`config.mk`:
```
export PLATFORM = sky130hd
export DESIGN_NAME = inst_stream_loader_flat
export DESIGN_NICKNAME = d
export VERILOG_FILES = /design/src/rtl/inst_stream_loader_if.sv /design/src/rtl/inst_stream_loader.sv /design/src/flat_wrapper.sv
export SDC_FILE = /design/constraint.sdc
export NUM_CORES = 1
export LEC_CHECK = 0
export CAP_MARGIN = 20
export CORE_ASPECT_RATIO = 1.4
export CORE_UTILIZATION = 46
export CTS_CLUSTER_DIAMETER = 200
export CTS_CLUSTER_SIZE = 8
export DETAILED_ROUTE_END_ITERATION = 12
export PLACE_DENSITY = 0.86
export SYNTH_ARGS = -nofsm -noshare
export SYNTH_HDL_FRONTEND = slang
export SYNTH_SLANG_ARGS = --single-unit
```
`constraint.sdc`:
```
create_clock -name clka -period 2.7 [get_ports clka]
set_input_delay 0.54 -clock clka [delete_from_list [all_inputs] [get_ports clka]]
set_output_delay 0.54 -clock clka [all_outputs]
set_load 0.1 [all_outputs]
```
`src/rtl/inst_stream_loader_if.sv`:
```
// Host byte stream and instruction-memory write port of the program loader.
// The master modport is the loader side; the slave modport is its environment.
interface inst_stream_loader_if #(
    parameter int unsigned ADDR_W = 8
);
    logic              host_valid;
    logic [7:0]        host_data;
    logic              host_last;
    logic              host_ready;
    logic              inst_mem_en;
    logic              inst_available;
    logic              inst_we;
    logic [ADDR_W-1:0] inst_addr;
    logic [7:0]        inst_data;
    logic              start;
    logic              overflow;
    logic [ADDR_W:0]   load_count;

    modport master (
        input  host_valid, host_data, host_last, inst_mem_en,
        output host_ready, inst_available, inst_we, inst_addr, inst_data,
        output start, overflow, load_count
    );

    modport slave (
        output host_valid, host_data, host_last, inst_mem_en,
        input  host_ready, inst_available, inst_we, inst_addr, inst_data,
        input  start, overflow, load_count
    );
endinterface

```
`src/rtl/inst_stream_loader.sv`:
```
// Stages host program bytes in a small FIFO and writes them to instruction memory
// at sequential addresses while the control FSM grants; pulses start once loaded.
module inst_stream_loader #(
    parameter int unsigned ADDR_W     = 8,
    parameter int unsigned MEM_DEPTH  = 256,
    parameter int unsigned FIFO_DEPTH = 4
) (
    input  logic                 clka,
    input  logic                 restart,
    inst_stream_loader_if.master bus
);
    localparam int unsigned PTR_W = (FIFO_DEPTH > 1) ? $clog2(FIFO_DEPTH) : 1;
    localparam int unsigned CNT_W = PTR_W + 1;
    localparam logic [CNT_W-1:0]  FIFO_FULL = CNT_W'(FIFO_DEPTH);
    localparam logic [ADDR_W:0]   MEM_LIMIT = (ADDR_W + 1)'(MEM_DEPTH);

    typedef enum logic [2:0] {
        S_LOAD,
        S_FLUSH,
        S_START,
        S_DONE,
        S_ERR
    } state_e;

    state_e           state_q, state_d;
    logic [7:0]       fifo_q [FIFO_DEPTH];
    logic [PTR_W-1:0] rd_ptr_q, rd_ptr_d;
    logic [PTR_W-1:0] wr_ptr_q, wr_ptr_d;
    logic [CNT_W-1:0] count_q, count_d;
    logic [ADDR_W:0]  addr_q, addr_d;
    logic             overflow_q, overflow_d;

    logic accepting_c;
    logic draining_c;
    logic ready_c;
    logic push_c;
    logic pop_c;
    logic at_limit_c;
    logic we_c;

    // Handshake qualifiers, all derived from registered state plus live inputs.
    always_comb begin
        accepting_c = (state_q == S_LOAD);
        draining_c  = (state_q == S_LOAD) || (state_q == S_FLUSH);
        ready_c     = accepting_c && (count_q < FIFO_FULL);
        push_c      = bus.host_valid && ready_c;
        pop_c       = bus.inst_mem_en && (count_q != '0) && draining_c;
        at_limit_c  = (addr_q == MEM_LIMIT);
        we_c        = pop_c && !overflow_q && !at_limit_c;
    end

    // Next-state and datapath update; the FLUSH exit looks at post-update count/overflow.
    always_comb begin
        state_d    = state_q;
        rd_ptr_d   = rd_ptr_q + PTR_W'(pop_c);
        wr_ptr_d   = wr_ptr_q + PTR_W'(push_c);
        count_d    = count_q + CNT_W'(push_c) - CNT_W'(pop_c);
        addr_d     = we_c ? addr_q + (ADDR_W + 1)'(1) : addr_q;
        overflow_d = overflow_q || (pop_c && at_limit_c);

        case (state_q)
            S_LOAD: begin
                if (push_c && bus.host_last) begin
                    state_d = S_FLUSH;
                end
            end
            S_FLUSH: begin
                if (count_d == '0) begin
                    state_d = overflow_d ? S_ERR : S_START;
                end
            end
            S_START: state_d = S_DONE;
            S_DONE:  state_d = S_DONE;
            S_ERR:   state_d = S_ERR;
            default: state_d = S_LOAD;
        endcase
    end

    always_ff @(posedge clka) begin
        if (restart) begin
            state_q    <= S_LOAD;
            rd_ptr_q   <= '0;
            wr_ptr_q   <= '0;
            count_q    <= '0;
            addr_q     <= '0;
            overflow_q <= 1'b0;
        end else begin
            state_q    <= state_d;
            rd_ptr_q   <= rd_ptr_d;
            wr_ptr_q   <= wr_ptr_d;
            count_q    <= count_d;
            addr_q     <= addr_d;
            overflow_q <= overflow_d;
        end
    end

    // Storage needs no reset: an entry is only read after it has been pushed.
    always_ff @(posedge clka) begin
        if (push_c) begin
            fifo_q[wr_ptr_q] <= bus.host_data;
        end
    end

    // addr never passes MEM_DEPTH, so it doubles as the saturating byte count.
    assign bus.host_ready     = ready_c;
    assign bus.inst_available = (count_q != '0) && draining_c;
    assign bus.inst_we        = we_c;
    assign bus.inst_addr      = addr_q[ADDR_W-1:0];
    assign bus.inst_data      = fifo_q[rd_ptr_q];
    assign bus.start          = (state_q == S_START);
    assign bus.overflow       = overflow_q;
    assign bus.load_count     = addr_q;
endmodule
```
`src/flat_wrapper.sv`:
```
// flat-port wrapper written by rule: the top's interface ports become plain ports
module inst_stream_loader_flat 
#(
    parameter int unsigned ADDR_W     = 8,
    parameter int unsigned MEM_DEPTH  = 256,
    parameter int unsigned FIFO_DEPTH = 4
)
  (clka, restart, bus_host_valid, bus_host_data, bus_host_last, bus_inst_mem_en, bus_host_ready, bus_inst_available, bus_inst_we, bus_inst_addr, bus_inst_data, bus_start, bus_overflow, bus_load_count);
  inst_stream_loader_if #(.ADDR_W(ADDR_W)) bus_i ();
  input  logic clka;
  input  logic restart;
  input wire logic [$bits(bus_i.host_valid)-1:0] bus_host_valid;
  input wire logic [$bits(bus_i.host_data)-1:0] bus_host_data;
  input wire logic [$bits(bus_i.host_last)-1:0] bus_host_last;
  input wire logic [$bits(bus_i.inst_mem_en)-1:0] bus_inst_mem_en;
  output wire logic [$bits(bus_i.host_ready)-1:0] bus_host_ready;
  output wire logic [$bits(bus_i.inst_available)-1:0] bus_inst_available;
  output wire logic [$bits(bus_i.inst_we)-1:0] bus_inst_we;
  output wire logic [$bits(bus_i.inst_addr)-1:0] bus_inst_addr;
  output wire logic [$bits(bus_i.inst_data)-1:0] bus_inst_data;
  output wire logic [$bits(bus_i.start)-1:0] bus_start;
  output wire logic [$bits(bus_i.overflow)-1:0] bus_overflow;
  output wire logic [$bits(bus_i.load_count)-1:0] bus_load_count;
  assign bus_i.host_valid = bus_host_valid;
  assign bus_i.host_data = bus_host_data;
  assign bus_i.host_last = bus_host_last;
  assign bus_i.inst_mem_en = bus_inst_mem_en;
  assign bus_host_ready = bus_i.host_ready;
  assign bus_inst_available = bus_i.inst_available;
  assign bus_inst_we = bus_i.inst_we;
  assign bus_inst_addr = bus_i.inst_addr;
  assign bus_inst_data = bus_i.inst_data;
  assign bus_start = bus_i.start;
  assign bus_overflow = bus_i.overflow;
  assign bus_load_count = bus_i.load_count;
  inst_stream_loader #(.ADDR_W(ADDR_W), .MEM_DEPTH(MEM_DEPTH), .FIFO_DEPTH(FIFO_DEPTH)) u_core (.clka(clka), .restart(restart), .bus(bus_i));
endmodule
```
* Yosys cells after proc, flatten, opt, wreduce, memory -nomap -nowiden
Memories as Yosys holds them, arrays and structs flattened. A register that Yosys moved wholly into a read port is not among the register bits. Cells that the tools add are included.
Storage, ports and cells: flip-flop bits (word level) 20, RAM bits 32, bits of input ports 13, logic and storage cells 45, memories kept 1
Memories:
- u_core.fifo_q | words 4, width 8, rd ports 1, clocked after Yosys merged registers in 1, wr ports 1, line inst_stream_loader.sv:26 | logic [7:0] fifo_q [FIFO_DEPTH];
Cells by class: add/sub/neg operators 5, $lt $le $gt $ge 1, eq/ne operators 7, muxes and demuxes 7, reductions and logical operators 18
Operator list (count):
- $pmux 3 s4 | 1
- $add 9x1->9 const B | 1
- $eq 9x9->1 const B | 1
- $logic_and 1x1->1 | 9
- $mux 3 | 3
- $eq 3x2->1 const B | 2
- $logic_not 3->1 | 2
- $add 2x1->2 | 2
- $ne 2x2->1 const B | 2
- $add 3x1->3 | 1
- $eq 3x1->1 const B | 1
- $eq 3x3->1 const B | 1
- $lt 3x3->1 const B | 1
- $reduce_bool 3->1 | 1
- $sub 3x1->3 | 1
- $logic_not 1->1 | 2
- $logic_or 1x1->1 | 2
- $mux 1 | 2
- $mux 2 | 1
- $reduce_and 2->1 | 1
- $reduce_or 2->1 | 1

* Longest topological paths before layout
depth in word-level cells 8, gate-level depth with buffers 12, depth with buffers taken out 11

* Worst setup path after synthesis
Ideal clock, no wire load.
path kind reg-to-reg, start point register u_core.state_q[2], end point register u_core.state_q[2], setup time 86 ps, data arrival time 5236 ps, setup slack -2622 ps, cell stages (with the launch flop) 11, path buffers 1, clock period less this slack 5322 ps, cells stage by stage dfxtp_1 > buf_6 > nor4_1 > and2_0 > ha_1 > inv_1 > fa_1 > xnor3_1 > nand3_1 > or3_1 > a211oi_1
Between the ends: cells in the longest elaborated chain, start to end 8, elaborated cells between the ends (all ways) 22, those cells by class add/sub (2); eq/ne (6); mux (3); reduce/logical (11)
RTL lines:
- start: declaration | line inst_stream_loader.sv:25 | state_e state_q, state_d;
- start signal: assignment | line inst_stream_loader.sv:88 | state_q <= state_d;
- $logic_not 3->1 * | line inst_stream_loader.sv:43 | accepting_c = (state_q == S_LOAD);
- $logic_and 1x1->1 * | line inst_stream_loader.sv:45 | ready_c = accepting_c && (count_q < FIFO_FULL);
- net bus_host_ready | line flat_wrapper.sv:16 | output wire logic [$bits(bus_i.host_ready)-1:0] bus_host_ready;
- $logic_and 1x1->1 * | line inst_stream_loader.sv:46 | push_c = bus.host_valid && ready_c;
- $add 3x1->3 | line inst_stream_loader.sv:57 | count_d = count_q + CNT_W'(push_c) - CNT_W'(pop_c);
- $sub 3x1->3 | line inst_stream_loader.sv:57
- $logic_not 3->1 | line inst_stream_loader.sv:68 | if (count_d == '0) begin
- $ne 2x2->1 (no source line)
- $reduce_and 2->1 (no source line) *
Mark *: on every way through the listed nets, which the timed path passes. The rest lies on a longest branch. The select of a mux whose other input is x is not followed. A chain may end at the register's enable or synchronous reset.

* Worst setup path in the final report
start point register u_core.state_q[2], end point register u_core.state_q[2]
Between the ends: cells in the longest elaborated chain, start to end 8, elaborated cells between the ends (all ways) 22, those cells by class add/sub (2); eq/ne (6); mux (3); reduce/logical (11)
RTL lines (line):
- $logic_not 3->1 / $eq 3x1->1 (equally long branches) | inst_stream_loader.sv:43, inst_stream_loader.sv:44, inst_stream_loader.sv:61
- $logic_and 1x1->1 / $logic_or 1x1->1 (equally long branches) | inst_stream_loader.sv:45, inst_stream_loader.sv:44
- $logic_and 1x1->1, on equally long branches | inst_stream_loader.sv:46, inst_stream_loader.sv:47
- $add 3x1->3 / $logic_and 1x1->1 (equally long branches) | inst_stream_loader.sv:57, inst_stream_loader.sv:59
- $sub 3x1->3 / $logic_or 1x1->1 (equally long branches) | inst_stream_loader.sv:57, inst_stream_loader.sv:59
- $logic_not 3->1 / $mux 3 (equally long branches) | inst_stream_loader.sv:68, inst_stream_loader.sv:69
- $ne 2x2->1 (no source line) / $mux 3 (equally long branches)
- $reduce_and 2->1 (no source line) / $pmux 3 s4 (equally long branches)
Several ways; a longest one is shown, not always the timed one. The select of a mux whose other input is x is not followed.

==> impl_metrics.csv <==
group,metric,value,unit
setup_path,end_kind,"register",
clocking,cts_buffers,5,
grt,grt_usage,0.165,
power_and_ir_drop,p_sw,1.63,mW
sta,finalSetupViolCount,0,
floorplan,die_area,5210,um^2
yosys,ys.warnings.count,0,
drt,antenna_left,0,
placed_design,portBuffers,42,
setup_path,cp_cell_sequence,"nor3b_4 -> nand2_2 -> nor2_2 -> a21o_2 -> ha_4 -> inv_2 -> fa_2 -> xnor3_1 -> nand3_2 -> or3_4 -> a211oi_2",
clocking,clk_pin_slew,0.09,ns
yosys,synth.top_cell.area_share,0.425,
clocking,h-tree-depth,2,
layout,final_common_cell,"buf_4",
yosys,yosysTopAreaCell,"edfxtp_1",
grt,grt_start_max_net_pins,17,
yosys,ys_ff_latch,52,
worst_hold_path,hold_depth,2,
drt,dr.pass1.iters,4,
sta,fmax,398,MHz
clocking,clockBufferDepth,2,
power_and_ir_drop,power_frac_comb,0.539,
grt,grt_pass1_vias,1300,
setup_path,r2r_end,"u_core.state_q[2]",
worst_hold_path,min_to,"u_core.bus.load_count[7]",
outcome,status,"complete, no violations",
grt,grt_antenna_before_repair,0,
layout,area_delta_synth_final,27.8,%
yosys,ys_seq_area_frac,0.602,
drt,drt_iter0_markers,26,
setup_path,reg2reg_from,"u_core.state_q[2]",
worst_hold_path,worstHoldStart,"u_core.bus.load_count[7]",
yosys,synth_area,2260,um^2
clocking,clock_latency,0.30,ns
sta,post-route-period-util,0.930,
floorplan,start_util,0.487,
layout,fin_nets,227,
power_and_ir_drop,ir_drop,814,uV
floorplan,die_w,61.3,um
clocking,hold_buffers,0,
sta,tightest_slew,0.569,ns
setup_path,cpMaxStageDelayCell,"dfxtp_1",
floorplan,ios,43,
setup_path,critical-path-top-delay-family,"simple AND/OR/NAND/NOR gates",
layout,finalCoreUtilization,0.622,
drt,wirelength,3940,um
power_and_ir_drop,switching_share,0.483,
setup_path,critPathLaunchType,"register",
floorplan,die-height,85.0,um
setup_path,critPathMaxFanout,9,
power_and_ir_drop,p_leak,1.04,nW
sta,hold_violations,0,
clocking,clock_sinks,52,
setup_path,path_buf_inv,1,
floorplan,rows,29,
placed_design,globalplace.congestion,0.782,
setup_path,critPathKind,"reg -> reg",
drt,vias_per_cell,5.19,
power_and_ir_drop,clkPwrFrac,0.129,
sta,fin_skew,0.00346,ns
drt,wl_per_cell,14.5,um
clocking,cts-root-buf,"clkbuf_8",
layout,fin_cells,272,
layout,layout_common_cells,"buf_4 (40), edfxtp_1 (32), nor2_1 (16), dfxtp_1 (12), clkdlybuf4s50_1 (11)",
setup_path,rrSetupSlack,0.19,ns
flow_run,cap_violations,0,
clocking,cts_tree,"done",
sta,rsz0062_at_grt,"no",
clocking,postCtsResizedCells,0,
setup_path,reg2regPathDepth,11,
sta,relSlewSlack,0.620,
yosys,synth.distinct_cells,43,
power_and_ir_drop,power_density,1160,nW/um^2
worst_hold_path,holdCritPathClass,"reg -> reg",
yosys,syn_inst,162,
yosys,synth_nets,180,
sta,maxSlewViolCount,0,
power_and_ir_drop,power.internal,1.74,mW
placed_design,dp.cells,264,
floorplan,core_area,4640,um^2
layout,diodes,0,
sta,fin_crit,2.51,ns
drt,vias,1412,
placed_design,dp_hpwl,2870,um
setup_path,crit_path_max_incr_delay,0.44,ns
grt,grt_pass1_wl,6310,um
yosys,synth.avg_cell_area,14.0,um^2
setup_path,arrival,2.74,ns
setup_path,cp_data_required_time,2.93,ns
grt,overflow,0,
power_and_ir_drop,seqPwrFrac,0.333,
yosys,synth_area_leaders,"edfxtp_1 (42%), dfxtp_1 (18%), mux4_2 (8.0%)",
clocking,post-cts-setup-buffers,0,
drt,drc_errors,0,
layout,drive_gt1_frac,0.390,
worst max path at each step:
stage	endpoint	start	depth (start not counted)
4_1_cts	u_core.state_q[2]	bus_inst_mem_en	12
6_report	u_core.state_q[2]	u_core.state_q[2]	11
2_1_floorplan	u_core.state_q[2]	u_core.count_q[2]	9
3_5_place_dp	u_core.state_q[2]	bus_inst_mem_en	12
3_3_place_gp	u_core.state_q[2]	bus_inst_mem_en	12
5_1_grt	u_core.state_q[2]	u_core.state_q[2]	11
stage by stage:
| step | worst slack [ns] | TNS, ns | area (um^2) | hold WS [ns] | power, mW |
|---|---|---|---|---|---|
| 2_1_floorplan | -0.476 | -1.25 | 2330 | 0.530 | 2.52 |
| 3_3_place_gp | -0.174 | -0.174 | 2770 | 0.500 | 2.91 |
| 3_5_place_dp | -0.330 | -0.363 | 2770 | 0.506 | 2.94 |
| 4_1_cts | 0.0138 | 0 | 2860 | 0.520 | 3.37 |
| 5_1_grt | 0.0325 | 0 | 2890 | 0.550 | 3.53 |
| 6_report | 0.190 | 0 | 2890 | 0.518 | 3.37 |
synthesized netlist by cell type, drive strengths merged:
cell type,count
a211oi,2
a21o,1
a21oi,3
a41oi,2
and2,1
and3,1
buf,12
clkbuf,2
dfxtp,20
edfxtp,32
fa,1
ha,4
inv,3
mux2,1
mux2i,2
mux4,8
nand2,6
nand2b,3
nand3,2
nand4,1
nand4b,3
nor2,17
nor2b,3
nor3,5
nor3b,3
nor4,5
nor4b,3
o21bai,1
o31ai,1
or2b,1
or3,2
or3b,1
or4,1
xnor2,6
xnor3,1
xor2,2
registers in the layout, summed over array words and instances (netlist names):
signal	cells
u_core.bus.load_count	9
u_core.bus.overflow	1
u_core.count_q	3
u_core.fifo_q	32
u_core.rd_ptr_q	2
u_core.state_q	3
u_core.wr_ptr_q	2
layer usage:
metal,share of wire,wire length (um),global-route usage
met3,0.034,133,0.0381
met2,0.55,2160,0.274
met1,0.42,1640,0.208
met5,0,0,0
met4,0,0,0.0558
power by group through the flow:
stage	sequential [mW]	combinational (mW)	clock [mW]
6_report	1.12	1.81	0.433
5_1_grt	1.14	1.90	0.484
4_1_cts	1.12	1.80	0.449
3_5_place_dp	1.14	1.80	0
3_3_place_gp	1.13	1.78	0
2_1_floorplan	1.14	1.38	0
cell type report:
type                            count  area [um^2]
Fill cell                         381         1750
Sequential cell                    52         1380
Multi-Input combinational cell     93          873
Timing Repair Buffer               54          463
Tap cell                           62         77.6
Clock buffer                        6         72.6
Clock inverter                      2         16.3
Inverter                            3         11.3
worst reg2reg max path, stage by stage, from the launching register on:
cell      delay, ns
dfxtp_1        0.44
nor3b_4        0.26
nand2_2        0.08
nor2_2         0.12
a21o_2         0.12
ha_4           0.13
inv_2          0.03
fa_2           0.33
xnor3_1        0.27
nand3_2        0.11
or3_4          0.34
a211oi_2       0.21
cells by family (layout without fill, tap and decap cells):
family                     count (synthesis)  count (layout)  synth area share
DFF                                       52              52             0.602
and+or+nand+nor                           58              58             0.153
muxes                                     11              11            0.0935
xor gates and xnor gates                   9               9            0.0409
buffers and inverters                     17              65            0.0459
adders and majority gates                  5               5            0.0310
AOI/OAI and AO/OA                         10              10            0.0337
No activity file was read; power rests on OpenSTA's default activity.
